$ cat src/rtl/sh7604_pkg.sv
// Shared types and constants for the SH7604 on-chip peripheral cluster.
package sh7604_pkg;

    localparam int DIV_W = 13;

    typedef enum logic [1:0] {
        RUN,
        PIN,
        WDT,
        STRETCH
    } rstc_state_t;

endpackage

$ cat src/rtl/sh7604_rstc.sv
// Reset sequencer and peripheral prescaler: merges pin and watchdog reset sources into
// stretched, typed reset outputs and generates the CLKn_CE strobes.
module sh7604_rstc
    import sh7604_pkg::*;
#(
    parameter int HOLD_CYCLES = 16
) (
    input  logic CLK,
    input  logic RST,
    input  logic CE_R,
    input  logic RES_N,
    input  logic NMI_N,
    input  logic WDT_PRES,
    input  logic WDT_MRES,
    output logic CLK2_CE,
    output logic CLK8_CE,
    output logic CLK32_CE,
    output logic CLK64_CE,
    output logic CLK128_CE,
    output logic CLK256_CE,
    output logic CLK512_CE,
    output logic CLK1024_CE,
    output logic CLK4096_CE,
    output logic CLK8192_CE,
    output logic CPU_RES_N,
    output logic PER_RES_N,
    output logic WDT_RES_N,
    output logic RST_MANUAL,
    output logic RST_SRC_WDT
);

    localparam logic [7:0] CNT_LOAD = 8'(HOLD_CYCLES - 1);

    logic [DIV_W-1:0] div_q, div_d;
    logic             res_m_q, res_m_d, res_s_q, res_s_d;
    logic             nmi_m_q, nmi_m_d, nmi_s_q, nmi_s_d;
    rstc_state_t      state_q, state_d;
    logic [7:0]       cnt_q, cnt_d;
    logic             manual_q, manual_d;
    logic             src_wdt_q, src_wdt_d;
    logic             cpu_res_n_q, cpu_res_n_d;
    logic             per_res_n_q, per_res_n_d;
    logic             wdt_res_n_q, wdt_res_n_d;

    always_comb begin
        div_d     = div_q;
        res_m_d   = res_m_q;
        res_s_d   = res_s_q;
        nmi_m_d   = nmi_m_q;
        nmi_s_d   = nmi_s_q;
        state_d   = state_q;
        cnt_d     = cnt_q;
        manual_d  = manual_q;
        src_wdt_d = src_wdt_q;

        if (CE_R) begin
            div_d   = div_q + 1'b1;
            res_m_d = RES_N;
            res_s_d = res_m_q;
            nmi_m_d = NMI_N;
            nmi_s_d = nmi_m_q;

            unique case (state_q)
                RUN: begin
                    if (!res_s_q) begin
                        state_d   = PIN;
                        manual_d  = ~nmi_s_q;
                        src_wdt_d = 1'b0;
                    end else if (WDT_PRES || WDT_MRES) begin
                        state_d   = WDT;
                        manual_d  = ~WDT_PRES;
                        src_wdt_d = 1'b1;
                    end
                end
                PIN: begin
                    if (res_s_q) begin
                        state_d = STRETCH;
                        cnt_d   = CNT_LOAD;
                    end else begin
                        manual_d = ~nmi_s_q;
                    end
                end
                WDT: begin
                    state_d = STRETCH;
                    cnt_d   = CNT_LOAD;
                end
                STRETCH: begin
                    // A pin reset takes over a watchdog stretch; watchdog requests are ignored here.
                    if (!res_s_q) begin
                        state_d   = PIN;
                        manual_d  = ~nmi_s_q;
                        src_wdt_d = 1'b0;
                    end else if (cnt_q == 8'd0) begin
                        state_d = RUN;
                    end else begin
                        cnt_d = cnt_q - 8'd1;
                    end
                end
            endcase
        end

        // Outputs are decoded from the next state so they change on the same edge as the state.
        cpu_res_n_d = (state_d == RUN);
        per_res_n_d = (state_d == RUN) | manual_d;
        wdt_res_n_d = (state_d == RUN) | manual_d | src_wdt_d;
    end

    always_ff @(posedge CLK) begin
        if (RST) begin
            div_q       <= '0;
            res_m_q     <= 1'b1;
            res_s_q     <= 1'b1;
            nmi_m_q     <= 1'b1;
            nmi_s_q     <= 1'b1;
            state_q     <= STRETCH;
            cnt_q       <= CNT_LOAD;
            manual_q    <= 1'b0;
            src_wdt_q   <= 1'b0;
            cpu_res_n_q <= 1'b0;
            per_res_n_q <= 1'b0;
            wdt_res_n_q <= 1'b0;
        end else begin
            div_q       <= div_d;
            res_m_q     <= res_m_d;
            res_s_q     <= res_s_d;
            nmi_m_q     <= nmi_m_d;
            nmi_s_q     <= nmi_s_d;
            state_q     <= state_d;
            cnt_q       <= cnt_d;
            manual_q    <= manual_d;
            src_wdt_q   <= src_wdt_d;
            cpu_res_n_q <= cpu_res_n_d;
            per_res_n_q <= per_res_n_d;
            wdt_res_n_q <= wdt_res_n_d;
        end
    end

    assign CLK2_CE    = CE_R & (&div_q[0:0]);
    assign CLK8_CE    = CE_R & (&div_q[2:0]);
    assign CLK32_CE   = CE_R & (&div_q[4:0]);
    assign CLK64_CE   = CE_R & (&div_q[5:0]);
    assign CLK128_CE  = CE_R & (&div_q[6:0]);
    assign CLK256_CE  = CE_R & (&div_q[7:0]);
    assign CLK512_CE  = CE_R & (&div_q[8:0]);
    assign CLK1024_CE = CE_R & (&div_q[9:0]);
    assign CLK4096_CE = CE_R & (&div_q[11:0]);
    assign CLK8192_CE = CE_R & (&div_q[12:0]);

    assign CPU_RES_N   = cpu_res_n_q;
    assign PER_RES_N   = per_res_n_q;
    assign WDT_RES_N   = wdt_res_n_q;
    assign RST_MANUAL  = manual_q;
    assign RST_SRC_WDT = src_wdt_q;

endmodule
$ cat config.mk
export PLATFORM = sky130hd
export DESIGN_NAME = sh7604_rstc
export DESIGN_NICKNAME = d
export VERILOG_FILES = /design/src/rtl/sh7604_pkg.sv /design/src/rtl/sh7604_rstc.sv
export SDC_FILE = /design/constraint.sdc
export NUM_CORES = 1
export LEC_CHECK = 0
export ABC_AREA = 1
export BUFFER_PORTS_ARGS = -buffer_cell sky130_fd_sc_hd__buf_4
export CELL_PAD_IN_SITES_DETAIL_PLACEMENT = 1
export CELL_PAD_IN_SITES_GLOBAL_PLACEMENT = 1
export CORE_MARGIN = 2
export CORE_UTILIZATION = 44
export DETAILED_ROUTE_END_ITERATION = 7
export MAX_ROUTING_LAYER = met4
export PLACE_DENSITY_LB_ADDON = 0.1
export SLEW_MARGIN = 40
export SYNTH_ARGS = -nofsm -noshare
export SYNTH_HDL_FRONTEND = slang
export SYNTH_SLANG_ARGS = --single-unit
$ cat constraint.sdc
create_clock -name CLK -period 3.3 [get_ports CLK]
set_input_delay 0.33 -clock CLK [delete_from_list [all_inputs] [get_ports CLK]]
set_output_delay 0.33 -clock CLK [all_outputs]
set_load 0.01 [all_outputs]
# --- Word level (Yosys, flattened, before mapping) ---
# Index checks and enable logic that the tools add are counted.
totals:
  in_bits: 7
  wordCells: 71
  regBits: 32
classes:
  n_reduce_logical: 16
  n_bitwise: 14
  mux: 21
  eq_ne: 6
  add_sub_neg: 2
op_table:
  columns: ["op", "n"]
  rows:
  - ["$mux 8", 3]
  - ["$pmux 8 s3", 1]
  - ["$add 13x1->13 const B", 1]
  - ["$reduce_and 13->1", 1]
  - ["$mux 2", 6]
  - ["$reduce_and 12->1", 1]
  - ["$and 1x1->1", 10]
  - ["$reduce_and 10->1", 1]
  - ["$reduce_and 5->1", 2]
  - ["$reduce_and 9->1", 1]
  - ["$logic_not 8->1", 1]
  - ["$mux 1", 8]
  - ["$pmux 2 s4", 1]
  - ["$reduce_and 8->1", 1]
  - ["$sub 8x1->8 const B", 1]
  - ["$reduce_and 7->1", 1]
  - ["$ne 2x2->1 const B", 3]
  - ["$reduce_and 6->1", 1]
  - ["$eq 2x2->1 const B", 2]
  - ["$logic_not 2->1", 2]
  - ["$pmux 1 s2", 2]
  - ["$reduce_and 3->1", 1]
  - ["$reduce_bool 3->1", 1]
  - ["$eq 2x1->1 const B", 1]
  - ["other kinds (4)", 6]

# --- Longest topological paths before layout ---
# Gate-level depths: netlist (run 1).
logic_depth:
  ltp_word: 8
  depth_mapped: 10
  depth_no_buf: 10

# --- Least setup slack after synthesis (run 1) ---
# No wires, ideal clock.
synth_path:
  path_type: "register to output"
  startpoint: "register div_q[0]"
  endpoint: "output port CLK8192_CE"
  arrival_ps: 1426
  setup_slack_ps: 1544
  t_required_ps: 2970
  stages_incl_launch_ff: 10
  path_cell_list: "dfxtp_1 ha_1 nand2_1 nor2_4 nand3_4 nor3_4 nand3_2 inv_2 nand2_2 nor3_2"
synth_via:
  elab_chain_len: 2
synth_rtl:
  columns: ["element", "line_no", "rtl"]
  rows:
  - ["from (decl)", "sh7604_rstc.sv:34", "logic [DIV_W-1:0] div_q, div_d;"]
  - ["from (signal assigned)", "sh7604_rstc.sv:123", "div_q <= div_d;"]
  - ["$reduce_and 13->1", "sh7604_rstc.sv:147", "assign CLK8192_CE = CE_R & (&div_q[12:0]);"]
  - ["$and 1x1->1", "sh7604_rstc.sv:147", null]
  - ["to (decl)", "sh7604_rstc.sv:24", "output logic CLK8192_CE,"]
# Every way passes these cells.

# --- Worst setup path in the final report (run 1) ---
layout_path:
  startpoint: "register div_q[0]"
  endpoint: "output port CLK4096_CE"
layout_via:
  elab_chain_len: 2
layout_rtl:
  columns: ["element", "line_no", "rtl"]
  rows:
  - ["$reduce_and 12->1", "sh7604_rstc.sv:146", "assign CLK4096_CE = CE_R & (&div_q[11:0]);"]
  - ["$and 1x1->1", "sh7604_rstc.sv:146", null]
  - ["to (decl)", "sh7604_rstc.sv:23", "output logic CLK4096_CE,"]
# Every way passes these cells.

==> metrics.txt, run 1 <==
post-DR wirelength/cell=13.1 um; Crit Path Class=reg -> out; Port Buffers=21; diodes inserted=0; Mapped Nets=268; max-slew violation count=0; outcome=complete, no violations; worst hold stages=3; grt ovf=0; fin crit period=roughly 2.2 ns; switching power share of the total=0.287; syn avg cell area=6.93 sq um; drt pass-1 iters=4; register area share after synthesis=0.367; global-route usage over all layers=0.219; Reg2Reg Depth=9; RR Startpoint=state_q[0]; DR vias/cell=about 5.1; Post-Route WL=~4200 um; first-pass GRT wire length=7130 um; Core Area=approximately 3700 sq um; CP Launch Type=register; setup TNS=0 ns; max_cap viols=0; fin crit share=0.658; Slew @ Worst Pin=a little over 0.6 ns; Peak Freq=460 MHz; Logic pwr share=0.163; CTS sink cnt=32; yosys warns=0; Slew HR=0.584; area grow syn2layout=15.6%; die height=between 60 and 70 um; buffer count from post-CTS setup fixing=0; Max VDD drop=around 0.19 mV; nets@finish=between 200 and 300; clk_skew=0.00679 ns; arrival time at the worst endpoint=approximately 1.8 ns; clock root buffer=clkbuf_8; Hold Crit Class=in -> reg; Post-DRT Antenna Nets=0; CTS tree=yes; Flop pwr share=0.480; Worst-Skew Late Latency=around 0.28 ns; total die area=between 4000 and 5000 sq um; post-synth cell types=29; synthesis-stage register bit count=32; Clock Power Share=0.357; net switching power=~250 uW; PD cells=439 nW/um^2; layout cells sized above 1=0.146; Detail Placement HPWL=roughly 3100 um; Max Buffers Root-to-Sink=2; Cell Area, Synth=1750 sq um; Initial Utilization=0.466; P_int=632 uW; via count=around 1600; # resized after CTS=0; Final Hold Violating Endpoints=0; most common cell after layout, fill and taps aside=nand2_1; final setup margin=1.13 ns; post-route DRC violation count=0; # rows=22; vias in the first global route=1609; initial antenna violation count=0; number of CTS-inserted buffers=5; Leak=0.000974 uW; Worst Setup End Kind=output port; Setup crit start=div_q[0]; CTS Hold Bufs=0; RSZ-0062 raised after global routing=false; Ports=22; CP Data Required Time=2.97 ns; pin count of the biggest net entering global routing=21; Hold Startpoint=NMI_N; Reg2Reg Capture Point=cnt_q[3]; Post-Synthesis Cells=252; most frequent cells in the layout=nand2_1 (56), nor2_1 (36), dfxtp_1 (32); Setup WS pre-CTS=between 1 and 1.5 ns; final setup vio count=0; width of the die=about 67 um; reg-to-reg slack, setup=~1.5 ns; H-Tree Depth=2; gpl congestion=0.865; Worst-path clk slew=0.06 ns; drt first-iter violations=between 100 and 150; CP Max Fanout=4; Hold Path End=nmi_m_q
## state kept, by name (all words and copies together) (netlist names)
signal and count:
PER_RES_N 1, CPU_RES_N 1, nmi_s_q 1, WDT_RES_N 1
state_q 2, cnt_q 8, RST_MANUAL 1, res_s_q 1
res_m_q 1, div_q 13, RST_SRC_WDT 1, nmi_m_q 1
## worst max-delay path, stage by stage, from the launching register on
cell     delay (ns)
dfxtp_1        0.35
ha_1           0.18
nand2_1        0.09
nor2_4         0.14
nand3_4        0.11
nor3_4         0.19
nand3_2        0.11
inv_2          0.09
nand2_2        0.06
nor2_1         0.11
buf_4          0.14
## cell type report
| type | count | area, sq um |
|---|---|---|
| tap | 48 | 60.1 |
| fill | 514 | 1730 |
| inverter | 33 | 129 |
| sequential | 32 | 641 |
| multi-input combinational | 180 | 941 |
| timing repair buffer | 21 | 158 |
| clock buffer | 8 | 90.1 |
## per-stage QoR
| step | cell area, sq um | hold WS [ns] | util | instances | total power, uW |
|---|---|---|---|---|---|
| after global routing | 2020 | 0.295 | 0.539 | 322 | 929 |
| after floorplan | 1750 | 0.429 | - | 252 | 534 |
| after global placement | 1930 | 0.443 | 0.515 | 314 | 575 |
| after CTS | 2020 | 0.259 | 0.539 | 322 | 893 |
| final | 2020 | 0.259 | 0.539 | 322 | 887 |
| after detailed placement | 1930 | 0.447 | 0.515 | 314 | 580 |
## power by group through the flow
stage / clock (uW) / combinational, uW / sequential (uW)
3_3_place_gp: 0 / 142 / 434
3_5_place_dp: 0 / 146 / 434
6_report: 316 / 145 / 425
4_1_cts: 321 / 147 / 426
5_1_grt: 332 / 168 / 429
2_1_floorplan: 0 / 101 / 432
## worst max path at each step
stage | endpoint | cells after the start
floorplan | CLK8192_CE | 9
global placement | CLK8192_CE | 10
detailed placement | CLK4096_CE | 10
finish | CLK4096_CE | 10
global route | CLK4096_CE | 10
CTS | CLK4096_CE | 10
## synth_stat cells (all sizes together)
library cell	count	area share
nor4	1	0.0036
o211ai	1	0.0043
nor2	37	0.084
ha	9	0.065
xor2	5	0.025
dfxtp	32	0.37
o31ai	1	0.0043
clkbuf	2	0.0043
a21oi	17	0.049
nand3	18	0.062
buf	5	0.016
nor3	11	0.047
or2	1	0.0036
nand4	2	0.0072
nand2	58	0.13
a31oi	1	0.0036
inv	33	0.074
o21ai	18	0.054
## cell families (layout without fill, tap and decap cells)
| logic type | Yosys count | count (layout) | synth area share |
|---|---|---|---|
| and+or+nand+nor | 128 | 128 | 0.335 |
| buffers and inverters | 40 | 62 | 0.0939 |
| AOI/OAI and AO/OA | 38 | 38 | 0.115 |
| DFF | 32 | 32 | 0.367 |
| adders and majority gates | 9 | 9 | 0.0645 |
| xor gates and xnor gates | 5 | 5 | 0.0251 |
## routing by layer
metal,GRT usage,part of all wire
met5,-,0
met2,0.381,0.49
met1,0.255,0.48
met3,0.0355,0.020
met4,0.0765,0.014
No activity file was read; power rests on OpenSTA's default activity.
==> run 2: changes to the inputs <==
ABC_AREA = 0   (was 1)
CORE_UTILIZATION = 39   (was 44)
clock period = 1.9 ns   (was 3.3 ns; I/O delays follow)
==> run 2 against run 1 <==
  * Critical endpoint is now WDT_RES_N
  * Utilization decreased by 4.2 points
  * Synthesized area decreased by 1.7%
  * Hold slack got worse by 0.14 ns
  * Global-route usage decreased by 3.1 points
  * Largest power group unchanged
  * Die area increased by 10%
==> metrics.txt, run 2 <==
outcome=complete, no violations (unchanged); diodes inserted=0 (unchanged); Clock Power Share=0.375 (was 0.357); Cell Area, Synth=1720 sq um (was 1750 sq um); total die area=4940 sq um (was 4490 sq um); yosys warns=0 (unchanged); Yosys top cell area share=0.373 (was 0.367); Compound-Gate Fraction of Synth Area=0.174 (was 0.115); smallest hold slack=0.121 ns (was 0.259 ns); post-route DRC violation count=0 (unchanged); grt ovf=0 (unchanged); gpl congestion=0.889 (was 0.865); Crit Path Class=reg -> reg (was reg -> out); synthesis-stage register bit count=32 (unchanged); first-pass GRT wire length=7280 um (was 7130 um); Max VDD drop=0.400 mV (was 0.194 mV); die height=70.3 um (was 67.0 um); drt first-iter violations=71 (was 104); Slew HR=0.717 (was 0.584); Ports=22 (unchanged); nets@finish=240 (was 289); Worst Setup End Kind=register (was output port); top-count cell post-synth=dfxtp_1 (was nand2_1); Synth Area in Simple Gates=0.249 (was 0.335); Core Area=4290 sq um (was 3740 sq um); arrival time at the worst endpoint=2.02 ns (was 1.84 ns); vias in the first global route=1537 (was 1609); Post-DRT Antenna Nets=0 (unchanged); post-DR wirelength/cell=14.9 um (was 13.1 um); Flop pwr share=0.429 (was 0.480); Post-Synth Adder-Cell Area=0.0656 (was 0.0645); setup TNS=0 ns (unchanged); layout cells sized above 1=0.249 (was 0.146); H-Tree Depth=2 (unchanged); global-route usage over all layers=0.188 (was 0.219); Post-synth EDFFs=0 (unchanged); Top FF cell, synth=dfxtp_1 (unchanged); combinational family with the most area after synthesis=simple AND/OR/NAND/NOR gates (unchanged); Area contributors post-synth=dfxtp_1 (37%), ha_1 (6.6%), mux2i_1 (5.8%), nor2_1 (3.7%), inv_1 (2.8%) (was dfxtp_1 (37%), nand2_1 (12%), nor2_1 (7.7%), ha_1 (6.5%), inv_1 (6.5%)); max FFs per register=13 (unchanged); via count=1519 (was 1631); Logic pwr share=0.196 (was 0.163); area leader, netlist=dfxtp_1 (unchanged); max-slew violation count=0 (unchanged); switching power share of the total=0.274 (was 0.287); CP Launch Type=register (unchanged); syn avg cell area=8.80 sq um (was 6.93 sq um); initial antenna violation count=0 (unchanged); number of CTS-inserted buffers=5 (unchanged); Mapped Nets=211 (was 268); # rows=24 (was 22); Final Hold Violating Endpoints=0 (unchanged); ys async rst share=0 (unchanged); Post-Synthesis Cells=195 (was 252); area grow syn2layout=24.4% (was 15.6%); width of the die=70.3 um (was 67.0 um); drt pass-1 iters=4 (unchanged); clock root buffer=clkbuf_8 (unchanged); most frequent cells in the layout=dfxtp_1 (29), buf_4 (28), nor2_1 (16) (was nand2_1 (56), nor2_1 (36), dfxtp_1 (32)); P_int=1250 uW (was 632 uW); clk_skew=0.00360 ns (was 0.00679 ns); Port Buffers=21 (unchanged); CP Data Required Time=2.11 ns (was 2.97 ns); DR vias/cell=5.48 (was 5.07); CTS tree=yes (unchanged); Hold Crit Class=in -> reg (unchanged); Initial Utilization=0.399 (was 0.466); Max Buffers Root-to-Sink=2 (unchanged); net switching power=472 uW (was 255 uW); mux contribution to synthesized area=0.0584 (was 0); Placed Area=1950 sq um (was 1930 sq um); post-synth cell types=43 (was 29); Slew @ Worst Pin=0.414 ns (was 0.623 ns); most flop-heavy register=div_q (unchanged); Worst-Skew Late Latency=0.29 ns (was 0.28 ns); Regs by FF count=div_q: 13 flops, cnt_q: 8 flops, state_q: 2 flops (unchanged); pin count of the biggest net entering global routing=25 (was 21); Post-Route WL=4130 um (was 4210 um); final setup vio count=0 (unchanged); post-route cell area=2130 sq um (was 2020 sq um); Post-Synth XOR/XNOR Area=0.0306 (was 0.0251); register area share after synthesis=0.373 (was 0.367); most common cell after layout, fill and taps aside=dfxtp_1 (was nand2_1); Detail Placement HPWL=3040 um (was 3140 um); fin crit period=1.82 ns; Leak=0.000898 uW (was 0.000974 uW); fin crit share=0.956; Peak Freq=between 500 and 600 MHz; max_cap viols=0 (unchanged); top post-synthesis cells by count=dfxtp_1 (32), nor2_1 (17), inv_1 (13) (was nand2_1 (56), nor2_1 (36), dfxtp_1 (32)); CP Max Fanout=7 (was 4); Worst-path clk slew=0.07 ns (was 0.06 ns); CTS sink cnt=32 (unchanged); PD cells=807 nW/um^2 (was 439 nW/um^2)
run 2: layout make-up:
type | count | area, sq um
Sequential cell | 32 | 647
Clock inverter | 2 | 35.0
Tap cell | 52 | 65.1
Fill cell | 517 | 2160
Inverter | 13 | 48.8
Clock buffer | 6 | 72.6
Multi-Input combinational cell | 144 | 1060
Timing Repair Buffer | 28 | 210
run 2: critical path, stage by stage, from the launching register on:
cell	delay, ns
dfxtp_4	0.39
inv_1	0.07
ha_1	0.25
or3_4	0.42
a2111oi_4	0.30
a22oi_2	0.12
o211ai_1	0.18
run 2: stage by stage:
| stage | setup WS [ns] | total power (uW) | cells | utilization |
|---|---|---|---|---|
| finish | 0.0837 | 1720 | 277 | 0.497 |
| floorplan | 0.158 | 946 | 195 | - |
| CTS | 0.00724 | 1730 | 276 | 0.484 |
| global placement | 0.0848 | 1050 | 268 | 0.454 |
| detailed placement | -0.0838 | 1060 | 268 | 0.454 |
| global route | -0.00204 | 1820 | 277 | 0.497 |
run 2: per-layer routing:
layer,up-vias,part of all wire,track usage
li1,758,-,-
met1,733,0.47,0.234
met2,21,0.48,0.297
met3,7,0.038,0.0476
met4,0,0.014,0.0641
met5,-,0,-
run 2: final timing paths:
path | startpoint | end | slack (ns) | depth (start not counted)
max | state_q[0] | WDT_RES_N | 0.08 | 6
min | NMI_N | nmi_m_q | 0.12 | 3
max reg2reg | state_q[0] | WDT_RES_N | 0.08 | 6
min reg2reg | res_m_q | res_s_q | 0.48 | 2
run 2: what timing repair did:
action | in CTS | in global routing
pin swaps | 0 | 2
endpoints found under the setup margin | 6 | 9
resized for setup | 5 | 11
setup buffers | 0 | 1
hold buffers | 0 | 0
run 2: cell families after synthesis:
family | count (synthesis)
adders and majority gates | 9
muxes | 10
xor gates and xnor gates | 6
buffers and inverters | 19
DFF | 32
AOI/OAI and AO/OA | 40
and+or+nand+nor | 79
run 2: power groups by stage:
stage          sequential, uW  clock, uW  combinational, uW
4_1_cts                   737        667                325
5_1_grt                   744        695                378
3_3_place_gp              748          0                299
6_report                  738        646                338
2_1_floorplan             751          0                195
3_5_place_dp              750          0                312
